[src/rtl/fp_operand_sequencer_pkg.sv]
// rtl/fp_operand_sequencer_pkg.sv - shared constants and state encoding for the FP operand sequencer
package fp_seq_pkg;

   typedef enum logic [1:0] {
      IDLE    = 2'd0,
      HDR_CHK = 2'd1,
      PAYLOAD = 2'd2,
      ISSUE   = 2'd3
   } seq_state_t;

   localparam logic [3:0] SYNC_NIBBLE = 4'hA;

   localparam logic [1:0] OP_ADD = 2'b00;
   localparam logic [1:0] OP_SUB = 2'b01;
   localparam logic [1:0] OP_MUL = 2'b10;
   localparam logic [1:0] OP_DIV = 2'b11;

   localparam int PKT_BYTES = 9;

endpackage

[src/rtl/fp_operand_sequencer_if.sv]
// rtl/fp_operand_sequencer_if.sv - FIFO read port and FP-unit command handshake bundle
interface fp_operand_sequencer_if;

   logic        fifo_empty;
   logic [7:0]  fifo_data_out;
   logic        fifo_rd_en;
   logic        op_valid;
   logic        op_ready;
   logic [1:0]  op_code;
   logic [1:0]  rnd_mode;
   logic [31:0] op_a;
   logic [31:0] op_b;

   modport master (
      input  fifo_empty,
      input  fifo_data_out,
      output fifo_rd_en,
      output op_valid,
      input  op_ready,
      output op_code,
      output rnd_mode,
      output op_a,
      output op_b
   );

   modport slave (
      output fifo_empty,
      output fifo_data_out,
      input  fifo_rd_en,
      input  op_valid,
      output op_ready,
      input  op_code,
      input  rnd_mode,
      input  op_a,
      input  op_b
   );

endinterface

[src/rtl/fp_operand_sequencer.sv]
// rtl/fp_operand_sequencer.sv - pops 9-byte packets from the FIFO and issues opcode/rounding/operand commands
module fp_operand_sequencer #(
   parameter logic [3:0] SYNC_NIBBLE   = 4'hA,
   parameter int         PAYLOAD_BYTES = 8
) (
   input  logic                          clk,
   input  logic                          reset_n,
   input  logic                          enable,
   fp_operand_sequencer_if.master        bus,
   output logic                          pkt_err,
   output logic [7:0]                    pkt_count,
   output logic [1:0]                    seq_state
);

   import fp_seq_pkg::*;

   localparam logic [3:0] REQ_MAX  = 4'(PAYLOAD_BYTES);
   localparam logic [3:0] LAST_CAP = 4'(PAYLOAD_BYTES - 1);

   seq_state_t  state, state_nxt;
   logic [3:0]  req_cnt, cap_cnt;
   logic        rd_pend;
   logic        rd_en;
   logic        hdr_ok;
   logic        op_valid_q;
   logic [1:0]  op_code_q, rnd_mode_q;
   logic [31:0] op_a_q, op_b_q;

   assign hdr_ok = (bus.fifo_data_out[7:4] == SYNC_NIBBLE);

   always_comb begin
      state_nxt = state;
      rd_en     = 1'b0;
      case (state)
         IDLE: begin
            rd_en = enable & ~bus.fifo_empty;
            if (rd_en) state_nxt = HDR_CHK;
         end
         HDR_CHK: begin
            state_nxt = hdr_ok ? PAYLOAD : IDLE;
         end
         PAYLOAD: begin
            rd_en = ~bus.fifo_empty & (req_cnt < REQ_MAX);
            if (rd_pend && (cap_cnt == LAST_CAP)) state_nxt = ISSUE;
         end
         ISSUE: begin
            if (op_valid_q && bus.op_ready) state_nxt = IDLE;
         end
         default: state_nxt = IDLE;
      endcase
   end

   // Gate with reset so the FIFO never sees a pop while the sequencer is held in reset
   assign bus.fifo_rd_en = rd_en & reset_n;

   always_ff @(posedge clk or negedge reset_n) begin
      if (!reset_n) begin
         state      <= IDLE;
         req_cnt    <= 4'd0;
         cap_cnt    <= 4'd0;
         rd_pend    <= 1'b0;
         pkt_err    <= 1'b0;
         pkt_count  <= 8'd0;
         op_valid_q <= 1'b0;
         op_code_q  <= 2'b00;
         rnd_mode_q <= 2'b00;
         op_a_q     <= 32'd0;
         op_b_q     <= 32'd0;
      end else begin
         state   <= state_nxt;
         rd_pend <= rd_en;
         pkt_err <= 1'b0;
         case (state)
            HDR_CHK: begin
               if (hdr_ok) begin
                  op_code_q  <= bus.fifo_data_out[1:0];
                  rnd_mode_q <= bus.fifo_data_out[3:2];
                  req_cnt    <= 4'd0;
                  cap_cnt    <= 4'd0;
               end else begin
                  pkt_err <= 1'b1;
               end
            end
            PAYLOAD: begin
               if (rd_en && (req_cnt < REQ_MAX)) req_cnt <= req_cnt + 4'd1;
               if (rd_pend && (cap_cnt < REQ_MAX)) begin
                  case (cap_cnt)
                     4'd0:    op_a_q[31:24] <= bus.fifo_data_out;
                     4'd1:    op_a_q[23:16] <= bus.fifo_data_out;
                     4'd2:    op_a_q[15:8]  <= bus.fifo_data_out;
                     4'd3:    op_a_q[7:0]   <= bus.fifo_data_out;
                     4'd4:    op_b_q[31:24] <= bus.fifo_data_out;
                     4'd5:    op_b_q[23:16] <= bus.fifo_data_out;
                     4'd6:    op_b_q[15:8]  <= bus.fifo_data_out;
                     4'd7:    op_b_q[7:0]   <= bus.fifo_data_out;
                     default: ;
                  endcase
                  cap_cnt <= cap_cnt + 4'd1;
                  if (cap_cnt == LAST_CAP) op_valid_q <= 1'b1;
               end
            end
            ISSUE: begin
               if (op_valid_q && bus.op_ready) begin
                  op_valid_q <= 1'b0;
                  pkt_count  <= pkt_count + 8'd1;
               end
            end
            default: ;
         endcase
      end
   end

   assign bus.op_valid = op_valid_q;
   assign bus.op_code  = op_code_q;
   assign bus.rnd_mode = rnd_mode_q;
   assign bus.op_a     = op_a_q;
   assign bus.op_b     = op_b_q;
   assign seq_state    = state;

endmodule

[src/flat_wrapper.sv]
// flat-port wrapper written by rule: the top's interface ports become plain ports
module fp_operand_sequencer_flat import fp_seq_pkg::*;
#(
   parameter logic [3:0] SYNC_NIBBLE   = 4'hA,
   parameter int         PAYLOAD_BYTES = 8
)
  (clk, reset_n, enable, pkt_err, pkt_count, seq_state, bus_fifo_empty, bus_fifo_data_out, bus_fifo_rd_en, bus_op_valid, bus_op_ready, bus_op_code, bus_rnd_mode, bus_op_a, bus_op_b);
  fp_operand_sequencer_if bus_i ();
  input  logic clk;
  input  logic reset_n;
  input  logic enable;
  output logic pkt_err;
  output logic [7:0] pkt_count;
  output logic [1:0] seq_state;
  input wire logic [$bits(bus_i.fifo_empty)-1:0] bus_fifo_empty;
  input wire logic [$bits(bus_i.fifo_data_out)-1:0] bus_fifo_data_out;
  output wire logic [$bits(bus_i.fifo_rd_en)-1:0] bus_fifo_rd_en;
  output wire logic [$bits(bus_i.op_valid)-1:0] bus_op_valid;
  input wire logic [$bits(bus_i.op_ready)-1:0] bus_op_ready;
  output wire logic [$bits(bus_i.op_code)-1:0] bus_op_code;
  output wire logic [$bits(bus_i.rnd_mode)-1:0] bus_rnd_mode;
  output wire logic [$bits(bus_i.op_a)-1:0] bus_op_a;
  output wire logic [$bits(bus_i.op_b)-1:0] bus_op_b;
  assign bus_i.fifo_empty = bus_fifo_empty;
  assign bus_i.fifo_data_out = bus_fifo_data_out;
  assign bus_fifo_rd_en = bus_i.fifo_rd_en;
  assign bus_op_valid = bus_i.op_valid;
  assign bus_i.op_ready = bus_op_ready;
  assign bus_op_code = bus_i.op_code;
  assign bus_rnd_mode = bus_i.rnd_mode;
  assign bus_op_a = bus_i.op_a;
  assign bus_op_b = bus_i.op_b;
  fp_operand_sequencer #(.SYNC_NIBBLE(SYNC_NIBBLE), .PAYLOAD_BYTES(PAYLOAD_BYTES)) u_core (.clk(clk), .reset_n(reset_n), .enable(enable), .bus(bus_i), .pkt_err(pkt_err), .pkt_count(pkt_count), .seq_state(seq_state));
endmodule
[config.mk]
export PLATFORM = sky130hd
export DESIGN_NAME = fp_operand_sequencer_flat
export DESIGN_NICKNAME = d
export VERILOG_FILES = /design/src/rtl/fp_operand_sequencer_pkg.sv /design/src/rtl/fp_operand_sequencer_if.sv /design/src/rtl/fp_operand_sequencer.sv /design/src/flat_wrapper.sv
export SDC_FILE = /design/constraint.sdc
export NUM_CORES = 1
export LEC_CHECK = 0
export BUFFER_PORTS_ARGS = -buffer_cell sky130_fd_sc_hd__buf_2
export CAP_MARGIN = 5
export CORE_AREA = 2 2 106 128
export DETAILED_ROUTE_END_ITERATION = 16
export DIE_AREA = 0 0 108 130
export PLACE_DENSITY = 0.53
export SLEW_MARGIN = 30
export SYNTH_ARGS = -nofsm -noshare
export SYNTH_HDL_FRONTEND = slang
export SYNTH_SLANG_ARGS = --single-unit
export TNS_END_PERCENT = 30
[constraint.sdc]
create_clock -name clk -period 2.5 [get_ports clk]
set_clock_uncertainty 0.15 [all_clocks]
set_input_delay 0.125 -clock clk [delete_from_list [all_inputs] [get_ports clk]]
set_output_delay 0.125 -clock clk [all_outputs]
set_load 0.02 [all_outputs]
# Word level (Yosys, flattened, before mapping)

Cells that the tools add are included.

Flip-flop bits (word level): 89
Input bits: 13

Magnitude comparators: 2
$add $sub $neg: 3
Mux-type cells: 17
Bitwise gates (word level): 4
Reductions and logical operators: 22
Equality and inequality tests: 18

Operator list:

| kind                                                   | count |
|---|---|
| AND reduction 3 bit                                    | 11 |
| == test 4 x 3 -> 1 bit (second input constant)         | 4 |
| one-hot mux 4 bit (2 select lines)                     | 2 |
| inequality test 2 x 1 -> 1 bit (second input constant) | 7 |
| 2-to-1 mux 4 bit                                       | 3 |
| adder 4 x 1 -> 4 bit (second input constant)           | 2 |
| adder 8 x 1 -> 8 bit (second input constant)           | 1 |
| == test 4 x 2 -> 1 bit (second input constant)         | 2 |
| < comparator 4 bit (second input constant)             | 2 |
| 2-to-1 mux 2 bit                                       | 4 |
| one-hot mux 2 bit (4 select lines)                     | 1 |
| 2-to-1 mux 1 bit                                       | 5 |
| == test 2 bit (second input constant)                  | 2 |
| == test 4 x 1 -> 1 bit (second input constant)         | 1 |
| == test 4 bit (second input constant)                  | 1 |
| logical AND 1 bit                                      | 4 |
| logical NOT 4 bit                                      | 1 |
| one-hot mux 1 bit (2 select lines)                     | 2 |
| AND reduction 2 bit                                    | 2 |
| AND reduction 4 bit                                    | 1 |
| nonzero test 2 bit                                     | 2 |
| AND 1 bit                                              | 3 |
| == test 2 x 1 -> 1 bit (second input constant)         | 1 |
| logical NOT 2 bit                                      | 1 |
| inverter 1 bit                                         | 1 |

# Longest topological paths before layout

Gate-level depths: netlist (run 1).

Depth in word-level cells: 6
Mapped depth: 7
Depth with buffers taken out: 6

# Worst setup path before layout (run 1)

Ideal clock, no wire load.

Path type: flip-flop to flip-flop
Start point: register u_core.state[0], in the netlist u_core.seq_state[0]
End point: register u_core.op_b_q[0], in the netlist u_core.bus.op_b[0]
Cell stages (with the launch flop): 7
Path buffers: 1
Clock period less this slack: 2.008 ns
Arrival time: 1.733 ns
Slack: 0.492 ns
Library setup time: 0.125 ns
Data required time: 2.225 ns
Cells stage by stage: dfrtp_1 > inv_1 > ha_1 > buf_2 > nand2_1 > nor2_2 > mux2_2

Longest elaborated chain between the ends: 2

Ends and longest elaborated chain:

| what                          | line                       | RTL |
|---|---|---|
| start, declared               | fp_operand_sequencer.sv:20 | `seq_state_t state, state_nxt;` |
| start signal, assigned        | fp_operand_sequencer.sv:70 | `state <= state_nxt;` |
| == test 2 bit                 | fp_operand_sequencer.sv:73 | `case (state)` |
| AND reduction 3 bit (no line) | -                          |  |
| end signal, assigned          | fp_operand_sequencer.sv:95 | `4'd7: op_b_q[7:0] <= bus.fifo_data_out;` |
| end, declared                 | fp_operand_sequencer.sv:27 | `logic [31:0] op_a_q, op_b_q;` |

No other way between the ends.
A chain may end at the register's enable or synchronous reset.

# Final worst setup path (run 1)

Start point: register u_core.state[0], in the netlist u_core.seq_state[0]
End point: output bus_fifo_rd_en

Longest elaborated chain between the ends: 3
Elaborated cells between the ends (all ways): 4

Ends and longest elaborated chain:

| what                                               | line                       | RTL |
|---|---|---|
| == test 2 bit or logical NOT 2 bit (tied branches) | fp_operand_sequencer.sv:34 | `case (state)` |
| one-hot mux 1 bit (2 select lines) *               | fp_operand_sequencer.sv:34 |  |
| named net u_core.rd_en                             | fp_operand_sequencer.sv:23 | `logic rd_en;` |
| AND 1 bit *                                        | fp_operand_sequencer.sv:54 | `assign bus.fifo_rd_en = rd_en & reset_n;` |
| end, declared                                      | flat_wrapper.sv:17         | `output wire logic [$bits(bus_i.fifo_rd_en)-1:0] bus_fifo_rd_en;` |

The timed path passes the listed nets; every way through them passes the cells marked *.

==> results of run 1 <==
## cell usage after synthesis, types with 3 or more instances
cell | n | share of area [%]
nand3_1 | 9 | 1.2
ha_1 | 11 | 3.7
nor2_1 | 4 | 0.40
xnor2_1 | 5 | 1.2
a21oi_1 | 3 | 0.40
nand2b_1 | 4 | 0.67
nand4_1 | 4 | 0.67
nor3_2 | 4 | 1.1
nand2_1 | 18 | 1.8
dfrtp_1 | 89 | 59
mux2_2 | 69 | 21
inv_1 | 6 | 0.60
## layer usage
| layer | global-route usage, % | wire [µm] | vias up |
|---|---|---|---|
| met5 | 0 | 0 | - |
| met3 | 3.846 | 448 | 7 |
| li1 | - | - | 1168 |
| met1 | 17.07 | 3904 | 1281 |
| met2 | 22.12 | 4547 | 58 |
| met4 | 5.204 | 128 | 0 |
## state kept, by name, summed over array words and instances (netlist names), named ones only
| signal | flops |
|---|---|
| u_core.bus.rnd_mode | 2 |
| u_core.pkt_count | 8 |
| u_core.pkt_err | 1 |
| u_core.seq_state | 1 |
| u_core.cap_cnt | 4 |
| u_core.bus.op_code | 2 |
| u_core.bus.op_b | 32 |
| u_core.req_cnt | 4 |
| u_core.bus.op_valid | 1 |
| u_core.rd_pend | 1 |
| u_core.bus.op_a | 32 |
## repair_timing
action / in CTS / in global routing
hold buffers: 4 / 0
gates resized for setup: 0 / 1
endpoints found under the hold margin: 91 / 0
setup endpoints to repair: 0 / 1
## cell families after synthesis
logic type,after synthesis,share of synthesized area (%)
compound gates,14,2.862
xor+xnor,7,1.631
fa+ha+maj,11,3.661
buf+inv,11,1.431
flops,89,59.23
mux,71,21.20
simple gates,60,9.983
## report_power, final
| part | leakage, nW | total (mW) | internal (mW) | switching [mW] |
|---|---|---|---|---|
| Sequential | 1.18 | 2.08 | 1.83 | 0.253 |
| Combinational | 1.22 | 1.55 | 0.623 | 0.932 |
| Clock | 0.153 | 1.45 | 0.906 | 0.543 |
## critical path, stage by stage, from the launching register on
cell and delay [ns]:
dfrtp_1 0.43, inv_1 0.13, ha_2 0.29, buf_4 0.22, nand2b_1 0.07, a21oi_1 0.16, and2_1 0.16, buf_2 0.17
## cell type report
cell class | instances | area [µm²] | share of cell area [%]
clock buffer | 12 | 246.5 | 5.041
clock inverter | 4 | 76.32 | 1.561
inverter | 6 | 22.52 | 0.4606
multi-input combinational | 163 | 1481 | 30.30
sequential | 89 | 2227 | 45.55
tap | 168 | 210.2 | 4.299
timing repair buffer | 111 | 625.6 | 12.79
## through the flow
step	worst slack (ns)	cells
2_1_floorplan	0.4919	263
3_3_place_gp	0.3643	533
3_5_place_dp	0.3443	533
4_1_cts	0.1493	553
5_1_grt	0.09043	553
6_report	0.2600	553
## layout by cell type (no fill, tap or decap), types with 2 or more instances in the layout
cell and count:
mux2_2 69, dfrtp_1 89, o22ai_1 2, buf_2 92
nor2_2 2, dlygate4sd3_1 4, and3_1 2, nand2b_1 4
nand2_1 18, inv_1 6, xnor2_1 5, mux2i_1 2
nand3_1 9, bufinv_16 2, nor2_1 4, buf_4 14
a21oi_1 3, nand4b_1 2, nand4_1 4, xor2_1 2
a21o_1 2, ha_1 10, clkbuf_1 2, clkbuf_16 9
nor3_2 4
## worst min path at each step
stage	end	slack (ns)	depth (start not counted)
after floorplan	async pin	-0.32	0
after global placement	u_core.bus.op_code[1]$_DFFE_PN0P_	-0.14	1
after detailed placement	u_core.bus.op_code[1]$_DFFE_PN0P_	-0.14	1
after CTS	u_core.bus.op_a[6]$_DFFE_PN0P_	0.002	2
after global routing	u_core.bus.op_a[20]$_DFFE_PN0P_	0.02	2
final	u_core.bus.op_a[6]$_DFFE_PN0P_	0.02	2
==> out/qor.txt, run 1 <==
status: finished clean
Synth warnings: 0
H-tree levels: 3
CTS Root Cell: clkbuf_16
Final nets: 404
CTS clk-pin slew, worst paths: 0.06 ns
total power: 5.085 mW
Skew-Pair Late Insertion Delay: 0.33 ns
reg2reg setup slack: 0.41 ns
DRT antenna net count: 0
CP endpoint: bus_fifo_rd_en
layout cells sized above 1: 52.47%
final worst-path cycle share: 89.60%
Finished Cell Area: 4890 µm²
Setup CP Type: reg2out
Synth Instances: 263
total grt overflow: 0
Slew Limit Headroom: 72.08%
Pleak: 2.550 nW
Yosys reg bits: 89
Peak Freq: 446.4 MHz
Initial DRC Count: 145
CTS tree: done
number of global-route vias before repair: 2576
synthesized area: 3760 µm²
Die Area: 14040 µm²
critical path launch point type: flip-flop
largest net degree at the start of global routing: 76
library cells used by synthesis: 42
Mapped Nets: 287
drt drc: 0
reg2reg end: u_core.rd_pend$_DFF_PN0_
port bufs: 93
Hold Path Class: in2reg
CP Max Fanout: 13
R2R cell count: 6
asr flop ratio synth: 100.0%
DRT Pass-1 Iters: 4
Hold Violations, Final: 0
max cap viols: 0
top_reg_cell synth: dfrtp_1
Post-CTS Setup Bufs: 0
hold wc startpoint: bus_fifo_data_out[6]
dpl hpwl: 6.528 mm
total track usage: 13.55%
final WL: 9.029 mm
CTS max path bufs: 2
Critical Path Start: u_core.seq_state[0]$_DFFE_PN0P_
Layout area overhead: 30.05%
IO Count: 94
RSZ-0062 raised after global routing: no
Vert. Die Dim: 130 µm
initial core utilization: 29.03%
via count: 2514
core area: 12950 µm²
CP endpoint kind: output pin
FILL cells: 1289
clk sinks: 89
per-cell routed wire length: 16.33 µm
post-placement cell area: 4524 µm²
Die X: 108 µm
Antenna diodes: 0
worst vdd ir: 0.4203 mV
post-synthesis sequential area ratio: 59.23%
Req. time, crit path: 2.23 ns
row cnt: 46
via/cell ratio: 4.546
final setup violation count: 0
actual slew at the worst max-slew pin: 0.4188 ns
power density cells: 1040 nW/µm²
Hold WS: 0.01811 ns
Reg2Reg Launch Point: u_core.seq_state[0]$_DFFE_PN0P_
initial antenna violation count: 0
Worst EP arrival: 1.96 ns
TritonCTS Buffers: 9
GPL Wtd Cong: 0.7249
Tmin final: 2.240 ns
Mapped Avg Cell Area: 14.30 µm²
post-layout util: 37.76%
Setup TNS: 0 ns
max-slew violations: 0
global-route wire length before repair: 14.27 mm
EDFF count, synth: 0
Power figures use the tool's default switching activity.
==> inputs of run 2 (changes only) <==
--- a/config.mk
+++ b/config.mk
@@ -7,10 +7,10 @@
 export LEC_CHECK = 0
 export BUFFER_PORTS_ARGS = -buffer_cell sky130_fd_sc_hd__buf_2
 export CAP_MARGIN = 5
-export CORE_AREA = 2 2 106 128
+export CORE_AREA = 2 2 98 119
 export DETAILED_ROUTE_END_ITERATION = 16
-export DIE_AREA = 0 0 108 130
-export PLACE_DENSITY = 0.53
+export DIE_AREA = 0 0 100 121
+export PLACE_DENSITY = 0.6
 export SLEW_MARGIN = 30
 export SYNTH_ARGS = -nofsm -noshare
 export SYNTH_HDL_FRONTEND = slang
==> out/qor.txt, run 2 (synthesis gave the netlist of run 1 again) <==
routing usage on met2: 23.52%
RSZ-0062 raised after global routing: no
CTS Root Cell: clkbuf_16
core area: 10930 µm²
Req. time, crit path: 2.23 ns
Slew Limit Headroom: 68.84%
CTS tree: done
dpl cells: 496
pre-CTS WS: 0.4204 ns
Hold Path Class: in2reg
dpl hpwl: 6.032 mm
sw power: 1.738 mW
fin cells: 515
CTS clk-pin slew, worst paths: 0.06 ns
final WL: 8.603 mm
worst vdd ir: 0.3523 mV
Combinational Power Share: 31.4%
port bufs: 93
layout cells sized above 1: 52.48%
GPL Wtd Cong: 0.8045
Vert. Die Dim: 121 µm
per-cell routed wire length: 16.70 µm
initial antenna violation count: 0
clk sinks: 89
final worst-path cycle share: 91.13%
Layout area overhead: 27.89%
most frequent cells in the layout: buf_2, dfrtp_1, mux2_2
H-tree levels: 3
Skew-Pair Late Insertion Delay: 0.33 ns
Hold WS: 0.02745 ns
IO Count: 94
DRT Pass-1 Iters: 6
Pleak: 2.534 nW
Die X: 100 µm
max cap viols: 0
met1 Usage GRT: 19.21%
post-layout util: 43.99%
final setup violation count: 0
total power: 4.991 mW
Die Area: 12100 µm²
Initial DRC Count: 104
CTS max path bufs: 2
total grt overflow: 0
via/cell ratio: 4.963
Switching Fraction: 34.82%
status: finished clean
CP endpoint kind: output pin
most common cell after layout, fill and taps aside: buf_2
Peak Freq: 438.9 MHz
Hold Violations, Final: 0
Antenna diodes: 0
met3 Use GR: 4.205%
Finished Cell Area: 4808 µm²
Post-CTS Setup Bufs: 0
fin worst setup slack: 0.2216 ns
number of global-route vias before repair: 2554
largest net degree at the start of global routing: 90
GRT Max-Usage Layer: met2
via count: 2556
Setup TNS: 0 ns
global-route wire length before repair: 13.68 mm
share of power burned in registers: 41.8%
max-slew violations: 0
row cnt: 42
Tmin final: 2.278 ns
Worst EP arrival: 2.00 ns
Setup CP Type: reg2out
CP Max Fanout: 13
post-placement cell area: 4472 µm²
total track usage: 14.88%
clock share of power: 26.8%
actual slew at the worst max-slew pin: 0.4673 ns
Final nets: 403
critical path launch point type: flip-flop
DRT antenna net count: 0
TritonCTS Buffers: 9
initial core utilization: 34.40%
power density cells: 1038 nW/µm²
drt drc: 0
P_int: 3.254 mW
## run 2: changes by cell type in the layout (fill, tap and decap cells not counted)
cell / before / now
clkinv_2: 0 / 1
clkbuf_1: 2 / 1
bufinv_16: 2 / 1
inv_6: 0 / 1
clkinv_4: 1 / 0
buf_4: 14 / 13
## run 2: worst max-delay path, stage by stage (launching register included)
cell,delay [ns]
dfrtp_1,0.44
inv_1,0.14
ha_2,0.29
buf_4,0.23
nand2b_1,0.07
a21oi_1,0.20
and2_1,0.14
buf_2,0.15
## run 2: power groups by stage
stage	clock, mW	sequential, mW	combinational (mW)
floorplan	0	2.52	0.562
global placement	0	2.10	1.56
detailed placement	0	2.11	1.58
CTS	1.38	2.09	1.59
global route	1.43	2.15	1.69
finish	1.34	2.09	1.57
## run 2: timing repair
item | 4_1_cts | 5_1_grt
hold buffers | 4 | 0
endpoints found under the setup margin | 0 | 1
endpoints found under the hold margin | 91 | 0
resized for setup | 0 | 1
## run 2: final timing paths
check                                                start                              end  slack (ns)  cells past startpoint
hold / removal                        bus_fifo_data_out[4]  u_core.bus.op_a[20]$_DFFE_PN0P_        0.03                      2
hold reg to reg            u_core.pkt_count[7]$_DFFE_PN0P_  u_core.pkt_count[7]$_DFFE_PN0P_        0.31                      1
max in group asynchronous                          reset_n   u_core.bus.op_a[7]$_DFFE_PN0P_        1.61                      3
min in group asynchronous                          reset_n    u_core.req_cnt[3]$_DFFE_PN0P_        0.23                      3
setup reg to reg           u_core.seq_state[0]$_DFFE_PN0P_         u_core.rd_pend$_DFF_PN0_        0.34                      6
setup / recovery           u_core.seq_state[0]$_DFFE_PN0P_                   bus_fifo_rd_en        0.22                      7
## run 2: layout make-up
class,count,area [µm²]
Multi-Input combinational cell,163,1481
Inverter,6,22.52
Fill cell,1057,6122
Clock inverter,4,51.30
Clock buffer,11,242.7
Sequential cell,89,2227
Tap cell,132,165.2
Timing Repair Buffer,110,618.1
## run 2: layer usage
| layer | wire length (µm) | part of all wire [%] | vias to the layer above |
|---|---|---|---|
| li1 | - | - | 1173 |
| met1 | 3844 | 45 | 1306 |
| met2 | 4165 | 48 | 66 |
| met3 | 444 | 5.2 | 11 |
| met4 | 149 | 1.7 | 0 |
| met5 | 0 | 0 | - |
